`src/rtl/zorro_slave_access_pkg.sv`:
```
// ---------------------------------------------------------------------------
// zorro_slave_access_pkg
// Shared definitions for the Zorro slave-access controller:
//   - state encoding of the access FSM (IDLE=0, WAIT_ACK=1, ASSERT_DTACK=2,
//     BUS_ERROR=3)
//   - default decoded address slice and counter widths
//   - helper that sizes a region index so a single region still gets 1 bit
// ---------------------------------------------------------------------------
package zorro_slave_access_pkg;

    typedef enum logic [1:0] {
        ST_IDLE         = 2'd0,
        ST_WAIT_ACK     = 2'd1,
        ST_ASSERT_DTACK = 2'd2,
        ST_BUS_ERROR    = 2'd3
    } state_e;

    localparam int DEF_ADDR_HI = 23;
    localparam int DEF_ADDR_LO = 17;
    localparam int WAIT_W      = 4;

    function automatic int idx_width(input int n);
        return (n > 1) ? $clog2(n) : 1;
    endfunction

endpackage

```
`src/rtl/zorro_region_decode.sv`:
```
// ---------------------------------------------------------------------------
// zorro_region_decode
// Combinational address-window compare with lowest-index priority.
// Ports:
//   addr        in   AW   decoded address slice
//   slave_cycle in   1    cycle targets this card
//   configured  in   1    autoconfig complete
//   hit_any     out  1    some window matched
//   hit_idx     out  IW   lowest matching window index (0 when no hit)
// ---------------------------------------------------------------------------
module zorro_region_decode #(
    parameter int                       NUM_REGIONS = 2,
    parameter int                       AW          = 7,
    parameter int                       IW          = 1,
    parameter logic [NUM_REGIONS*AW-1:0] REGION_BASE = '0,
    parameter logic [NUM_REGIONS*AW-1:0] REGION_SIZE = '0
) (
    input  logic [AW-1:0] addr,
    input  logic          slave_cycle,
    input  logic          configured,
    output logic          hit_any,
    output logic [IW-1:0] hit_idx
);

    logic [AW:0] addr_ext;
    logic [AW:0] lo;
    logic [AW:0] hi;

    // Windows are compared one bit wider so base+size == 2^AW does not wrap.
    // Scanning from the top down lets the lowest matching index win overlaps.
    always_comb begin
        hit_any  = 1'b0;
        hit_idx  = '0;
        addr_ext = {1'b0, addr};
        lo       = '0;
        hi       = '0;
        for (int i = NUM_REGIONS - 1; i >= 0; i--) begin
            lo = {1'b0, REGION_BASE[i*AW +: AW]};
            hi = lo + {1'b0, REGION_SIZE[i*AW +: AW]};
            if (slave_cycle && configured && (addr_ext >= lo) && (addr_ext < hi)) begin
                hit_any = 1'b1;
                hit_idx = IW'(i);
            end
        end
    end

endmodule

```
`src/rtl/zorro_slave_access.sv`:
```
// ---------------------------------------------------------------------------
// zorro_slave_access
// Zorro slave-access controller: decodes NUM_REGIONS address windows, drives
// a one-hot select to the hit device, enforces a per-region minimum wait,
// then waits for that device's active-low ack before raising dtack.
// Optional feature macro: ZORRO_SLAVE_TIMEOUT_EN adds a WAIT_ACK timeout
// that raises berr; without it berr is constant 0 and the wait is unbounded.
// Ports:
//   CLK           in   1     system clock
//   RESET         in   1     synchronous active-high reset
//   ADDR          in   AW    Zorro address bits [ADDR_HI:ADDR_LO]
//   FCS_n         in   1     full cycle strobe, active low
//   slave_cycle   in   1     cycle targets this card
//   configured    in   1     autoconfig complete
//   ACK_n         in   NR    per-device ack, active low
//   dev_cs        out  NR    one-hot device select
//   active_region out  IW    latched region index
//   dtack         out  1     data acknowledge, active high
//   berr          out  1     bus error, active high
// ---------------------------------------------------------------------------
module zorro_slave_access
    import zorro_slave_access_pkg::*;
#(
    parameter int NUM_REGIONS = 2,
    parameter int ADDR_HI     = DEF_ADDR_HI,
    parameter int ADDR_LO     = DEF_ADDR_LO,
    parameter logic [NUM_REGIONS*(ADDR_HI-ADDR_LO+1)-1:0] REGION_BASE = {7'h44, 7'h40},
    parameter logic [NUM_REGIONS*(ADDR_HI-ADDR_LO+1)-1:0] REGION_SIZE = {7'h02, 7'h04},
    parameter logic [NUM_REGIONS*WAIT_W-1:0]              REGION_WAIT = {4'd2, 4'd0},
    parameter int TIMEOUT_CYCLES = 255
) (
    input  logic                                 CLK,
    input  logic                                 RESET,
    input  logic [ADDR_HI-ADDR_LO:0]             ADDR,
    input  logic                                 FCS_n,
    input  logic                                 slave_cycle,
    input  logic                                 configured,
    input  logic [NUM_REGIONS-1:0]               ACK_n,
    output logic [NUM_REGIONS-1:0]               dev_cs,
    output logic [idx_width(NUM_REGIONS)-1:0]    active_region,
    output logic                                 dtack,
    output logic                                 berr
);

    localparam int AW = ADDR_HI - ADDR_LO + 1;
    localparam int IW = idx_width(NUM_REGIONS);

    state_e              state;
    state_e              state_next;
    logic                hit_any;
    logic [IW-1:0]       hit_idx;
    logic [IW-1:0]       reg_idx;
    logic [IW-1:0]       cur_idx;
    logic [WAIT_W-1:0]   cnt;
    logic                ack_sel;
    logic [NUM_REGIONS-1:0] dev_cs_d;
    logic                dtack_d;

`ifdef ZORRO_SLAVE_TIMEOUT_EN
    localparam int TW = $clog2(TIMEOUT_CYCLES + 1);
    logic [TW-1:0] to;
    logic          timeout_hit;
    logic          berr_d;

    assign timeout_hit = (to == TW'(TIMEOUT_CYCLES - 1));
`endif

    zorro_region_decode #(
        .NUM_REGIONS (NUM_REGIONS),
        .AW          (AW),
        .IW          (IW),
        .REGION_BASE (REGION_BASE),
        .REGION_SIZE (REGION_SIZE)
    ) u_decode (
        .addr        (ADDR),
        .slave_cycle (slave_cycle),
        .configured  (configured),
        .hit_any     (hit_any),
        .hit_idx     (hit_idx)
    );

    // Only the latched device's ack line is observed.
    assign ack_sel = ~ACK_n[reg_idx];

    // Region used for the next registered outputs: the decoder while idle,
    // afterwards the latched index so address changes are ignored.
    assign cur_idx = (state == ST_IDLE) ? hit_idx : reg_idx;

    // State and registered outputs
    always_ff @(posedge CLK) begin
        if (RESET) begin
            state         <= ST_IDLE;
            dev_cs        <= '0;
            active_region <= '0;
            dtack         <= 1'b0;
            berr          <= 1'b0;
            reg_idx       <= '0;
            cnt           <= '0;
`ifdef ZORRO_SLAVE_TIMEOUT_EN
            to            <= '0;
`endif
        end else begin
            state  <= state_next;
            dev_cs <= dev_cs_d;
            dtack  <= dtack_d;
`ifdef ZORRO_SLAVE_TIMEOUT_EN
            berr   <= berr_d;
`else
            berr   <= 1'b0;
`endif
            if (state == ST_IDLE && state_next == ST_WAIT_ACK) begin
                reg_idx       <= hit_idx;
                active_region <= hit_idx;
                cnt           <= REGION_WAIT[int'(hit_idx)*WAIT_W +: WAIT_W];
`ifdef ZORRO_SLAVE_TIMEOUT_EN
                to            <= '0;
`endif
            end else if (state == ST_WAIT_ACK) begin
                // Both counters saturate instead of wrapping.
                if (cnt != '0) begin
                    cnt <= cnt - 1'b1;
                end
`ifdef ZORRO_SLAVE_TIMEOUT_EN
                if (to != '1) begin
                    to <= to + 1'b1;
                end
`endif
            end
        end
    end

    // Next-state logic; a released strobe outranks ack, ack outranks timeout.
    always_comb begin
        state_next = state;
        case (state)
            ST_IDLE: begin
                if (!FCS_n && hit_any) begin
                    state_next = ST_WAIT_ACK;
                end
            end
            ST_WAIT_ACK: begin
                if (FCS_n) begin
                    state_next = ST_IDLE;
                end else if (cnt == '0 && ack_sel) begin
                    state_next = ST_ASSERT_DTACK;
                end
`ifdef ZORRO_SLAVE_TIMEOUT_EN
                else if (timeout_hit) begin
                    state_next = ST_BUS_ERROR;
                end
`endif
            end
            ST_ASSERT_DTACK: begin
                if (FCS_n) begin
                    state_next = ST_IDLE;
                end
            end
`ifdef ZORRO_SLAVE_TIMEOUT_EN
            ST_BUS_ERROR: begin
                if (FCS_n) begin
                    state_next = ST_IDLE;
                end
            end
`endif
            default: state_next = ST_IDLE;
        endcase
    end

    // Output values to register, decoded from the next state.
    always_comb begin
        dev_cs_d = '0;
        dtack_d  = 1'b0;
`ifdef ZORRO_SLAVE_TIMEOUT_EN
        berr_d   = 1'b0;
`endif
        if (state_next == ST_WAIT_ACK || state_next == ST_ASSERT_DTACK) begin
            for (int i = 0; i < NUM_REGIONS; i++) begin
                dev_cs_d[i] = (cur_idx == IW'(i));
            end
        end
        if (state_next == ST_ASSERT_DTACK) begin
            dtack_d = 1'b1;
        end
`ifdef ZORRO_SLAVE_TIMEOUT_EN
        if (state_next == ST_BUS_ERROR) begin
            berr_d = 1'b1;
        end
`endif
    end

endmodule

```
`config.mk`:
```
export PLATFORM = sky130hd
export DESIGN_NAME = zorro_slave_access
export DESIGN_NICKNAME = d
export VERILOG_FILES = /design/src/rtl/zorro_slave_access_pkg.sv /design/src/rtl/zorro_region_decode.sv /design/src/rtl/zorro_slave_access.sv
export SDC_FILE = /design/constraint.sdc
export NUM_CORES = 1
export LEC_CHECK = 0
export ABC_AREA = 1
export CAP_MARGIN = 20
export CORE_AREA = 2 2 39 41
export CTS_BUF_LIST = sky130_fd_sc_hd__clkbuf_4 sky130_fd_sc_hd__clkbuf_8
export DETAILED_ROUTE_END_ITERATION = 8
export DIE_AREA = 0 0 41 43
export DONT_BUFFER_PORTS = 1
export PLACE_DENSITY_LB_ADDON = 0.12
export SLEW_MARGIN = 10
export SYNTH_ARGS = -nofsm -noshare
export SYNTH_HDL_FRONTEND = slang
export SYNTH_SLANG_ARGS = --single-unit
```
`constraint.sdc`:
```
create_clock -name CLK -period 1.68 [get_ports CLK]
set_clock_uncertainty 0.05 [all_clocks]
set_input_delay 0.084 -clock CLK [delete_from_list [all_inputs] [get_ports CLK]]
set_output_delay 0.084 -clock CLK [all_outputs]
set_load 0.02 [all_outputs]
```
Word-level counts from Yosys, hierarchy flattened:

Index checks and enable logic that the tools add are counted.

* divide/modulo/power cells: 0
* equality and inequality tests: 4
* bitwise logic cells: 3
* reductions and logical operators: 17
* $add $sub $neg: 1
* order comparisons: 5
* mux-type cells: 15
* multipliers: 0
* shift-type cells: 1

Operator list (number)
* greater-or-equal comparator 7 bit (second input constant): 2
* less-than comparator 7 bit (second input constant): 2
* 2-to-1 mux 4 bit: 3
* logical AND 1 bit: 8
* 2-to-1 mux 2 bit: 4
* indexed part select 8 x 4 -> 4 bit (first input constant): 1
* 2-to-1 mux 1 bit: 7
* case mux 2 bit (3 select lines): 1
* == test 2 x 1 -> 1 bit (second input constant): 2
* == test 2 bit (second input constant): 2
* logical NOT 4 bit: 1
* nonzero test 2 bit: 2
* nonzero test 4 bit: 1
* subtractor 4 x 1 -> 4 bit (second input constant): 1
* inverter 1 bit: 3
* logical NOT 2 bit: 1
* less-than comparator 1 x 2 -> 1 bit (second input constant): 1
* AND reduction 2 bit: 1
* OR reduction 2 bit: 1
* logical NOT 1 bit: 1
* logical OR 1 bit: 1

* memory bits (writable): 0
* output and inout bits: 5
* memory bits (read-only): 0
* latch bits: 0
* logic and storage cells: 51
* memories: 0
* bits in registers: 10

Depth between registers and ports, before layout:

Gate-level depths: netlist of the first run.

* depth after elaboration: 12
* mapped depth: 12

By module:

A second synthesis of the first run with hierarchy kept.

* cells, all modules: 96
* area, all modules: 648.1 µm²

By module, submodules not included
* zorro_slave_access: area each 601.8 µm², times used 1, cells each 84
* zorro_region_decode: area each 46.3 µm², times used 1, cells each 12

Least setup slack after synthesis of the first run:

No wires, ideal clock.

* path type: flip-flop to flip-flop
* start: register cnt[0]
* end: register dev_cs[1]
* setup slack: -0.085 ns
* required time: 1.560 ns
* arrival: 1.646 ns
* stages on the path, launching flop included: 10
* path buffers: 0
* cells stage by stage: dfxtp_1 inv_1 ha_1 nand2_1 nor2_1 o21ai_2 inv_2 ha_1 or2_2 a21oi_1

* cells in the longest elaborated chain, start to end: 9

Ends and longest elaborated chain
* start: declaration: RTL line zorro_slave_access.sv:54 `logic [WAIT_W-1:0] cnt;`
* start signal: assignment: RTL line zorro_slave_access.sv:114 `cnt <= REGION_WAIT[int'(hit_idx)*WAIT_W +: WAIT_W];`
* start signal: assignment: RTL line zorro_slave_access.sv:121 `cnt <= cnt - 1'b1;`
* logical NOT 4 bit *: RTL line zorro_slave_access.sv:144 `end else if (cnt == '0 && ack_sel) begin`
* logical AND 1 bit *: RTL line zorro_slave_access.sv:144
* 2-to-1 mux 2 bit *: RTL line zorro_slave_access.sv:144
* 2-to-1 mux 2 bit *: RTL line zorro_slave_access.sv:142 `if (FCS_n) begin`
* case mux 2 bit (3 select lines) *: RTL line zorro_slave_access.sv:135 `case (state)`
* net state_next[1]: RTL line zorro_slave_access.sv:49 `state_e state_next;`
* == test 2 x 1 -> 1 bit or == test 2 bit (tied branches): RTL line zorro_slave_access.sv:176 `if (state_next == ST_WAIT_ACK || state_next == ST_ASSERT_DTACK) begin`
* logical OR 1 bit *: RTL line zorro_slave_access.sv:176
* inverter 1 bit (no source line) *
* OR reduction 2 bit (no source line) *
* end signal: assignment: RTL line zorro_slave_access.sv:104 `dev_cs <= dev_cs_d;`
* end: declaration: RTL line zorro_slave_access.sv:39 `output logic [NUM_REGIONS-1:0] dev_cs,`

Mark *: on every way through the listed nets, which the timed path passes. The rest lies on a longest branch.
A chain may end at the register's enable or synchronous reset.

Worst setup path in the final report of the first run:

* start: register cnt[0]
* end: register dev_cs[0]

Same word-level chain as after synthesis.

==> results of run 1 <==
## metrics by stage
stage / TNS (ns) / setup WS, ns / cells / total power (uW)
finish: 0 / 0.0634 / 115 / 484
global route: -0.0310 / -0.0117 / 115 / 505
CTS: 0 / 0.00751 / 115 / 491
detailed placement: 0 / 0.0100 / 109 / 261
global placement: 0 / 0.0178 / 109 / 261
floorplan: 0 / 0.0385 / 85 / 260
## kinds of logic after synthesis
logic type / Yosys count / synth area share
compound gates: 7 / 0.0728
buf+inv: 15 / 0.103
other cells: 1 / 0.00642
fa+ha+maj: 4 / 0.0857
simple gates: 48 / 0.390
flops: 10 / 0.343
## worst min-delay path by stage
| stage | endpoint | slack, ns | from |
|---|---|---|---|
| after detailed placement | state[1] | 0.10 | RESET |
| after global routing | dev_cs[1] | 0.04 | ADDR[1] |
| after global placement | cnt[0] | 0.1 | RESET |
| after CTS | cnt[1] | 0.02 | ADDR[2] |
| final | dev_cs[1] | 0.04 | ADDR[1] |
| after floorplan | cnt[0] | 0.1 | RESET |
## routing by layer
layer / vias to the layer above / track usage / share of wire
met1: 225 / 0.201 / 0.47
met2: 17 / 0.222 / 0.50
met4: 0 / 0.0800 / 0
met5: - / 0 / 0
li1: 294 / - / -
met3: 0 / 0.0471 / 0.034
## flip-flops by register name (all words and copies together) (netlist names)
name	count
cnt	4
reg_idx	1
state	2
dtack	1
dev_cs	2
## power by group through the flow
| stage | clock (uW) | sequential (uW) | combinational [uW] |
|---|---|---|---|
| 2_1_floorplan | 0 | 243 | 16.8 |
| 3_3_place_gp | 0 | 243 | 17.6 |
| 3_5_place_dp | 0 | 243 | 17.9 |
| 4_1_cts | 229 | 237 | 25.4 |
| 5_1_grt | 238 | 237 | 30.0 |
| 6_report | 220 | 237 | 27.0 |
## placed cells by master, fill, tap and decap left out, drive strengths merged
cell	n
nor2	15
nand3	10
clkbuf	4
or2	1
o21ai	3
nand4	2
nand2	20
ha	4
dfxtp	10
conb	1
a21oi	4
dlygate4sd3	2
buf	9
inv	14
## repair_timing
item                                    in CTS  in global routing
pin swaps                                    1                  7
hold buffers                                 2                  0
hold endpoints to repair                    10                  0
resized for setup                            1                 16
endpoints found under the setup margin       1                  7
## cell type report
cell class / count / share of cell area
Clock buffer: 4 / 0.0456
Sequential cell: 10 / 0.258
Multi-Input combinational cell: 60 / 0.495
Tap cell: 16 / 0.0252
Timing Repair Buffer: 11 / 0.110
Inverter: 14 / 0.0660
## critical path, delay by kind of cell, from the launching register on
kind                       cells  cell delay (ns)
buffers and inverters          2             0.12
and+or+nand+nor                4             0.45
adders and majority gates      2             0.39
AOI/OAI and AO/OA              1             0.22
DFF                            1             0.33
==> metrics.txt, run 1 <==
vias in the first global route 475; initial cell density of the core 0.422; proportion of power drawn by the clock network 0.454; Root Driver clkbuf_4; Global Route Usage Sum 0.155; router iterations before antenna repair 4; power density over the cells 608 nW/um2; Crit. End Element flip-flop; worst reg-to-reg path cell count 9; detailed placer's ending HPWL 868 um; number of warnings printed during yosys synthesis 0; most instantiated library cell after synthesis nand2_1; number of hold-slack violations in the final timing report 0; via count 536; sequential cell area 205 um2; ratio of routed vias to standard cells 4.66; Startpoint Class flip-flop; grt total ovfl 0; share of the synthesized area in the top cell type 0.343; diode count 0; FMAX 0.619 GHz; number of nets in the layout 118; final antenna-violating net count 0; Core Util, Final 0.575; number of antenna violations at the first check in global routing 0; switching power share of the total 0.218; #FFs+latches synth 10; area of combinational cells with multiple inputs 394 um2; Finish-stage setup viols 0; clock tree from TritonCTS built; worst hold slack after final layout 0.0435 ns; gate count after technology mapping 85; Row Count 14; netlist area before placement 584 um2; remaining design rule violation count 0; share of layout cells above drive strength 1 0.434; Post-DP Area 673 um2; floorplan die area 1760 um2; number of DRC markers in iteration 0 6; library cells used by synthesis 20; Tcrit/Tclk final 0.962; later-pin clock latency in the skew report 0.27 ns; Lkg Pwr 0.000367 uW; number of max-slew violations in the final report 0; fraction of the yosys area taken by sequential cells 0.343; Arrival @ worst endpoint 1.77 ns; wire length of the first global-routing pass 1.84 mm; Fillers 134; combinational group share of total power 0.056; startpoint of the lowest-slack register-to-register path cnt[0]; list of most frequent post-synthesis cells nand2_1, inv_1, dfxtp_1; weighted congestion reported at the end of routability-driven placement 0.741; syn_area_per_cell 6.87 um2; clock-pin slew on the worst setup and hold paths 0.07 ns; Peak VDD IR 239 uV; net switching component of the power 105 uW; largest net degree at the start of global routing 8; critical path capture point dev_cs[0]; critical-path cell with the highest stage delay dfxtp_2; flop2flop setup slack 0.06 ns; ordered list of cells on the worst path inv_2 > ha_2 > nand2_4 > nor2_2 > o21ai_2 > inv_2 > ha_4 > or2_4 > nor2_1; number of levels in the clock H-tree 1; top cell type by total area after synthesis dfxtp_1; Seq pwr share 0.490; max-cap viol count 0; maximum fanout encountered on the critical timing path 3; clock tree sinks 10; WL per Instance 10.4 um; Hold WC Path Type in -> reg; design area 796 um2; worst stage delay on the critical path 0.33 ns; floorplan die width 41 um; Int Pwr 379 uW; Post-synth EDFFs 0; launching instance or port of the critical path cnt[0]; Worst EP required 1.84 ns; worst reg2reg endpoint dev_cs[0]; result of the run complete, no violations; Top-Level Pins 19; post-CTS setup buffer count 0; Port-buffer cells 0; clock period minus worst slack 1.62 ns; fraction of registers with async set or reset after synthesis 0; most numerous cell on the critical path inv_2; area delta synth->final 36.2%; leading register cell type out of synthesis dfxtp_1; Crit Path Class reg -> reg; Synth area leaders dfxtp_1, nand2_1, ha_1, nand3_1, inv_1; die boundary height 43 um; synthesized netlist net count 103; Total Wirelength 1.20 mm; Hold Path Depth 3; buffers from clock root to sink, at most 2; core region area 1380 um2; CTS Buf Count 3
No activity file was read; power rests on OpenSTA's default activity.
==> run 2: changes to the inputs <==
- CORE_AREA: 2 2 39 41 -> 3 3 40 42
- DIE_AREA: 0 0 41 43 -> 0 0 43 45
==> run 2 against run 1 <==
Compared with the run above: sequential cell count is the same; global-route usage decreased by 0.41 points; largest power group unchanged; sequential share of layout area shrank 0.31 points; critical endpoint is now dev_cs[1]; critical path type unchanged.
==> metrics.txt, run 2 (synthesis results as in run 1) <==
die boundary height 45 um (was 43 um); remaining design rule violation count 0 (unchanged); Setup WS post-layout 0.0841 ns (was 0.0634 ns); weighted congestion reported at the end of routability-driven placement 0.801 (was 0.741); Total Wirelength 1.22 mm (was 1.20 mm); WL per Instance 10.7 um (was 10.4 um); clock tree from TritonCTS built (unchanged); via count 531 (was 536); Top-Level Pins 19 (unchanged); Tcrit/Tclk final 0.950 (was 0.962); Row Count 13 (was 14); Crit Path Class reg -> reg (unchanged); worst hold slack after final layout 0.0204 ns (was 0.0435 ns); commonest cells after routing, fill and taps aside nand2_1, inv_1, nand3_1, dfxtp_1, buf_4 (was nand2_1, inv_1, buf_4); diode count 0 (unchanged); register with the most flip-flops cnt (unchanged); startpoint of the lowest-slack register-to-register path cnt[0] (unchanged); top routing layer used met4 (was met3); Fillers 131 (was 134); WL met1 499 um (was 558 um); largest net degree at the start of global routing 8 (unchanged); power density over the cells 611 nW/um2 (was 608 nW/um2); wire length of the first global-routing pass 2.14 mm (was 1.84 mm); CTS Buf Count 3 (unchanged); Finish-stage setup viols 0 (unchanged); Startpoint Class flip-flop (unchanged); detailed placer's ending HPWL 944 um (was 868 um); area delta synth->final 35.3% (was 36.2%); number of antenna violations at the first check in global routing 0 (unchanged); detailed-routed wire length on met3 59 um (was 41 um); initial cell density of the core 0.455 (was 0.422); Crit. End Element flip-flop (unchanged); ratio of routed vias to standard cells 4.66 (about the same); setup_tns 0 ns (unchanged); power after layout 483 uW (was 484 uW); FMAX 0.627 GHz (was 0.619 GHz); final antenna-violating net count 0 (unchanged); number of DRC markers in iteration 0 7 (was 6); Worst EP required 1.84 ns (about the same); Hold Crit Endpoint reg_idx (was dev_cs[1]); number of levels in the clock H-tree 1 (unchanged); floorplan die area 1940 um2 (was 1760 um2); floorplan die width 43 um (was 41 um); area of combinational cells with multiple inputs 394 um2 (unchanged); core region area 1280 um2 (was 1380 um2); max-cap viol count 0 (unchanged); router iterations before antenna repair 3 (was 4); Port-buffer cells 0 (unchanged); Arrival @ worst endpoint 1.75 ns (was 1.77 ns); total met2 wirelength after detailed routing 654 um (was 598 um); maximum fanout encountered on the critical timing path 3 (unchanged); Lkg Pwr 0.000370 uW (was 0.000367 uW); clock tree sinks 10 (unchanged); Root Driver clkbuf_4 (unchanged); result of the run complete, no violations (unchanged); clock-pin slew on the worst setup and hold paths 0.07 ns (about the same); worst reg2reg endpoint dev_cs[1] (was dev_cs[0]); later-pin clock latency in the skew report 0.27 ns (about the same); hold wc startpoint ADDR[2] (was ADDR[1]); number of hold-slack violations in the final timing report 0 (unchanged); worst reg-to-reg path cell count 9 (unchanged); buffers from clock root to sink, at most 2 (unchanged); vias in the first global route 517 (was 475); number of nets in the layout 118 (unchanged); placement-stage worst setup slack -0.0218 ns (was 0.0100 ns); number of max-slew violations in the final report 0 (unchanged); grt total ovfl 0 (unchanged); share of layout cells above drive strength 1 0.384 (was 0.434); clock period minus worst slack 1.60 ns (was 1.62 ns); Hold Path Depth 4 (was 3); flip-flop count of the largest register after layout 4 (unchanged); Peak VDD IR 394 uV (was 239 uV); Global Route Usage Sum 0.151 (was 0.155); largest registers ranked by flip-flop count cnt: 4 flops, dev_cs: 2 flops, state: 2 flops (unchanged); Hold WC Path Type in -> reg (unchanged); most common library cell in the layout ignoring fill and taps nand2_1 (unchanged); sequential cell area 201 um2 (was 205 um2); flop2flop setup slack 0.08 ns (was 0.06 ns)
[run 2: report_power, final]
group / leakage, uW / switching, uW / internal, uW
clock: 0.0000210 / 87.2 / 132
combinational: 0.000268 / 16.5 / 10.1
sequential: 0.0000810 / 0.419 / 237
total: 0.000370 / 104 / 379
[run 2: worst max path at each step]
stage	startpoint	end	slack (ns)	cells after the start
3_3_place_gp	cnt[0]	dev_cs[1]	0.002	9
6_report	cnt[0]	dev_cs[1]	0.08	9
3_5_place_dp	cnt[0]	dev_cs[1]	-0.02	9
5_1_grt	state[1]	dev_cs[1]	-0.006	7
4_1_cts	cnt[0]	cnt[1]	0.03	11
2_1_floorplan	cnt[0]	dev_cs[1]	0.04	9
[run 2: layout make-up]
class | count | area share
clock buffer | 4 | 0.0459
inverter | 14 | 0.0665
multi-input combinational | 60 | 0.498
sequential | 10 | 0.255
tap | 15 | 0.0237
timing repair buffer | 11 | 0.111
[run 2: per-stage QoR]
step / utilization / instances / cell area [um2]
finish: 0.615 / 114 / 791
global route: 0.615 / 114 / 791
CTS: 0.571 / 114 / 733
detailed placement: 0.517 / 107 / 664
global placement: 0.517 / 107 / 664
floorplan: - / 85 / 593
[run 2: repair_timing]
action / 4_1_cts / 5_1_grt
pin swaps: 4 / 1
hold endpoints to repair: 10 / 0
setup buffers: 1 / 0
hold buffers: 2 / 0
endpoints found under the setup margin: 5 / 7
resized for setup: 2 / 11
[run 2: routing by layer]
metal  vias up  track usage
li1        290            -
met1       232        0.162
met2         7        0.257
met3         2       0.0757
met4         0       0.0542
met5         -            0
[run 2: worst max-delay path, cell delays in order (launching register included)]
cell     delay, ns
dfxtp_2       0.33
inv_2         0.06
ha_4          0.16
nand2_4       0.07
nor2_2        0.04
o21ai_2       0.17
inv_2         0.04
ha_1          0.26
or2_4         0.26
a21oi_2       0.09
==> run 3: changes to the inputs <==
- ABC_AREA: 1 -> unset
==> run 3 against run 2 <==
Compared with the run above: the run now ends with negative hold slack, negative setup slack left; maximum frequency shrank 16%; count of clock-buffer cells in the layout is the same; non-clock buffer count grew 6; utilization grew 7.2 points; die area is the same; critical path depth is the same; synthesized cell count shrank 25%; via count grew 2.3%; hold slack lost 0.023 ns; area after synthesis shrank 2.1%; first-iteration DRC count shrank 86%; final area grew 12%; largest power group unchanged.
==> metrics.txt, run 3 <==
result of the run finished with violations (was complete, no violations); violations in the final reports negative hold slack, negative setup slack; WL per Instance 14.8 um (was 10.7 um); Global Route Usage Sum 0.162 (was 0.151); Total Wirelength 1.46 mm (was 1.22 mm); area delta synth->final 54.5% (was 35.3%); initial cell density of the core 0.445 (was 0.455); #FFs+latches synth 10 (unchanged); grt total ovfl 0 (unchanged); Setup WS post-layout -0.212 ns (was 0.0841 ns); Finish-stage setup viols 7 (was 0); register with the most flip-flops cnt (unchanged); Hold WC Path Type in -> reg (unchanged); vias in the first global route 574 (was 517); setup repair after global routing missed its margin yes; core region area 1280 um2 (unchanged); most instantiated library cell after synthesis dfxtp_1 (was nand2_1); Peak VDD IR 385 uV (was 394 uV); hold wc startpoint ADDR[3] (was ADDR[2]); number of DRC markers in iteration 0 1 (was 7); gate count after technology mapping 64 (was 85); fraction of registers with async set or reset after synthesis 0 (unchanged); number of antenna violations at the first check in global routing 0 (unchanged); Startpoint Class flip-flop (unchanged); startpoint of the lowest-slack register-to-register path cnt[1] (was cnt[0]); power density over the cells 551 nW/um2 (was 611 nW/um2); commonest cells after routing, fill and taps aside buf_4, dfxtp_1, nor2b_1, o21ai_0 (was nand2_1, inv_1, nand3_1, dfxtp_1, buf_4); buffers from clock root to sink, at most 2 (unchanged); clock tree from TritonCTS built (unchanged); placement-stage worst setup slack -0.235 ns (was -0.0218 ns); Root Driver clkbuf_4 (unchanged); CTS Buf Count 3 (unchanged); Synth area leaders dfxtp_1, ha_1, nor2b_1, o21ai_0, a21oi_1 (was dfxtp_1, nand2_1, ha_1, nand3_1, inv_1); worst reg-to-reg path cell count 9 (unchanged); share of the synthesized area in the top cell type 0.350 (was 0.343); Row Count 13 (unchanged); Arrival @ worst endpoint 2.03 ns (was 1.75 ns); number of hold-slack violations in the final timing report 1 (was 0); flip-flop count of the largest register after layout 4 (unchanged); top cell type by total area after synthesis dfxtp_1 (unchanged); later-pin clock latency in the skew report 0.27 ns (about the same); Crit Path Class reg -> reg (unchanged); flop2flop setup slack -0.21 ns (was 0.08 ns); netlist area before placement 572 um2 (was 584 um2); share of layout cells above drive strength 1 0.494 (was 0.384); leading register cell type out of synthesis dfxtp_1 (unchanged); number of max-slew violations in the final report 0 (unchanged); fraction of the yosys area taken by sequential cells 0.350 (was 0.343); Port-buffer cells 0 (unchanged); floorplan die width 43 um (unchanged); Crit. End Element flip-flop (unchanged); floorplan die area 1940 um2 (unchanged); via count 543 (was 531); largest registers ranked by flip-flop count cnt: 4 flops, dev_cs: 2 flops, state: 2 flops (unchanged); worst reg2reg endpoint cnt[1] (was dev_cs[1]); Top-Level Pins 19 (unchanged); list of most frequent post-synthesis cells dfxtp_1, o21ai_0 (was nand2_1, inv_1, dfxtp_1); max-cap viol count 0 (unchanged); diode count 0 (unchanged); router iterations before antenna repair 4 (was 3); Post-synth EDFFs 0 (unchanged); Hold Crit Endpoint cnt[1] (was reg_idx); Worst EP required 1.82 ns (was 1.84 ns); remaining design rule violation count 0 (unchanged); clock-pin slew on the worst setup and hold paths 0.07 ns (about the same); library cells used by synthesis 33 (was 20); ratio of routed vias to standard cells 5.54 (was 4.66); maximum fanout encountered on the critical timing path 3 (unchanged); worst hold slack after final layout -0.00252 ns (was 0.0204 ns); final antenna-violating net count 0 (unchanged); syn_area_per_cell 8.93 um2 (was 6.87 um2); synthesized netlist net count 82 (was 103); detailed placer's ending HPWL 965 um (was 944 um); Lkg Pwr 0.000332 uW (was 0.000370 uW); launching instance or port of the critical path cnt[1] (was cnt[0]); number of nets in the layout 102 (was 118); weighted congestion reported at the end of routability-driven placement 0.746 (was 0.801); Core Util, Final 0.687 (was 0.615); number of levels in the clock H-tree 1 (unchanged); clock period minus worst slack 1.89 ns (was 1.60 ns); Tcrit/Tclk final 1.13 (was 0.950); FMAX 0.529 GHz (was 0.627 GHz); largest net degree at the start of global routing 8 (unchanged); wire length of the first global-routing pass 2.30 mm (was 2.14 mm); die boundary height 45 um (unchanged); clock tree sinks 10 (unchanged); number of warnings printed during yosys synthesis 0 (unchanged); Hold Path Depth 3 (was 4); most common library cell in the layout ignoring fill and taps buf_4 (was nand2_1)
==> run 3: cell count changes in the layout (fill, tap and decap cells not counted), moves of 3 or more <==
cell	before	now
inv_1	11	2
nand2_1	18	1
nor2b_1	0	4
nor2_1	6	1
buf_4	9	13
nor2_2	7	0
nand3_1	9	2
o21ai_0	1	4
==> run 3: cells by family (layout without fill, tap and decap cells) <==
| group | count (synthesis) | count (layout) | synth area share |
|---|---|---|---|
| adder cells (fa/ha/maj) | 4 | 4 | 0.0875 |
| AND/OR/NAND/NOR | 25 | 25 | 0.298 |
| AO/OA/AOI/OAI | 17 | 17 | 0.193 |
| multiplexers | 1 | 1 | 0.0175 |
| flip-flops | 10 | 10 | 0.350 |
| buffers and inverters | 6 | 25 | 0.0481 |
| other | 1 | 1 | 0.00656 |
==> run 3: stage by stage <==
step | TNS (ns) | power [uW] | cell area, um2 | hold slack [ns] | instances
after CTS | -1.10 | 486 | 812 | 0.00616 | 96
after detailed placement | -1.12 | 256 | 684 | 0.108 | 88
final | -0.983 | 486 | 883 | -0.00252 | 98
after global placement | -0.939 | 256 | 684 | 0.107 | 88
after floorplan | -0.440 | 255 | 596 | 0.106 | 64
after global routing | -1.54 | 503 | 883 | 0.0180 | 98
==> run 3: worst max-delay path, stage by stage, from the launching register on <==
cell      delay [ns]
dfxtp_2         0.33
inv_2           0.05
ha_4            0.15
nor3b_4         0.15
a21bo_2         0.23
a211oi_4        0.28
ha_4            0.17
nor4b_4         0.19
nand3_2         0.11
o31ai_2         0.08
==> run 3: worst max-delay path by stage <==
stage,endpoint,cells past startpoint,slack [ns]
after floorplan,cnt[1],8,-0.13
after global placement,reg_idx,9,-0.20
after CTS,cnt[1],8,-0.23
after detailed placement,cnt[1],8,-0.23
final,cnt[1],9,-0.21
after global routing,reg_idx,9,-0.32
==> run 3: final cells by class <==
| type | count | area, um2 |
|---|---|---|
| Sequential cell | 10 | 203 |
| Inverter | 4 | 15.0 |
| Tap cell | 15 | 18.8 |
| Multi-Input combinational cell | 48 | 472 |
| Clock buffer | 4 | 36.3 |
| Fill cell | 110 | 402 |
| Timing Repair Buffer | 17 | 139 |
==> run 3: routing by layer <==
layer,track usage,share of wire,vias to the layer above
met3,0.0837,0.048,2
met2,0.290,0.59,12
li1,-,-,273
met5,0,0,-
met1,0.153,0.36,256
met4,0.0783,0.0041,0
==> run 3: power by group <==
group | switching, uW | internal (uW) | total, uW
combinational | 13.4 | 12.5 | 25.9
sequential | 0.275 | 237 | 237
clock | 91.4 | 132 | 223
total | 105 | 381 | 486
==> run 3: repair_timing <==
action                                  CTS  global route
endpoints found under the hold margin    10             2
setup buffers                             2             2
pin swaps                                 5             7
resized for setup                        10            12
hold buffers                              2             1
gates cloned                              0             0
endpoints found under the setup margin    7             8
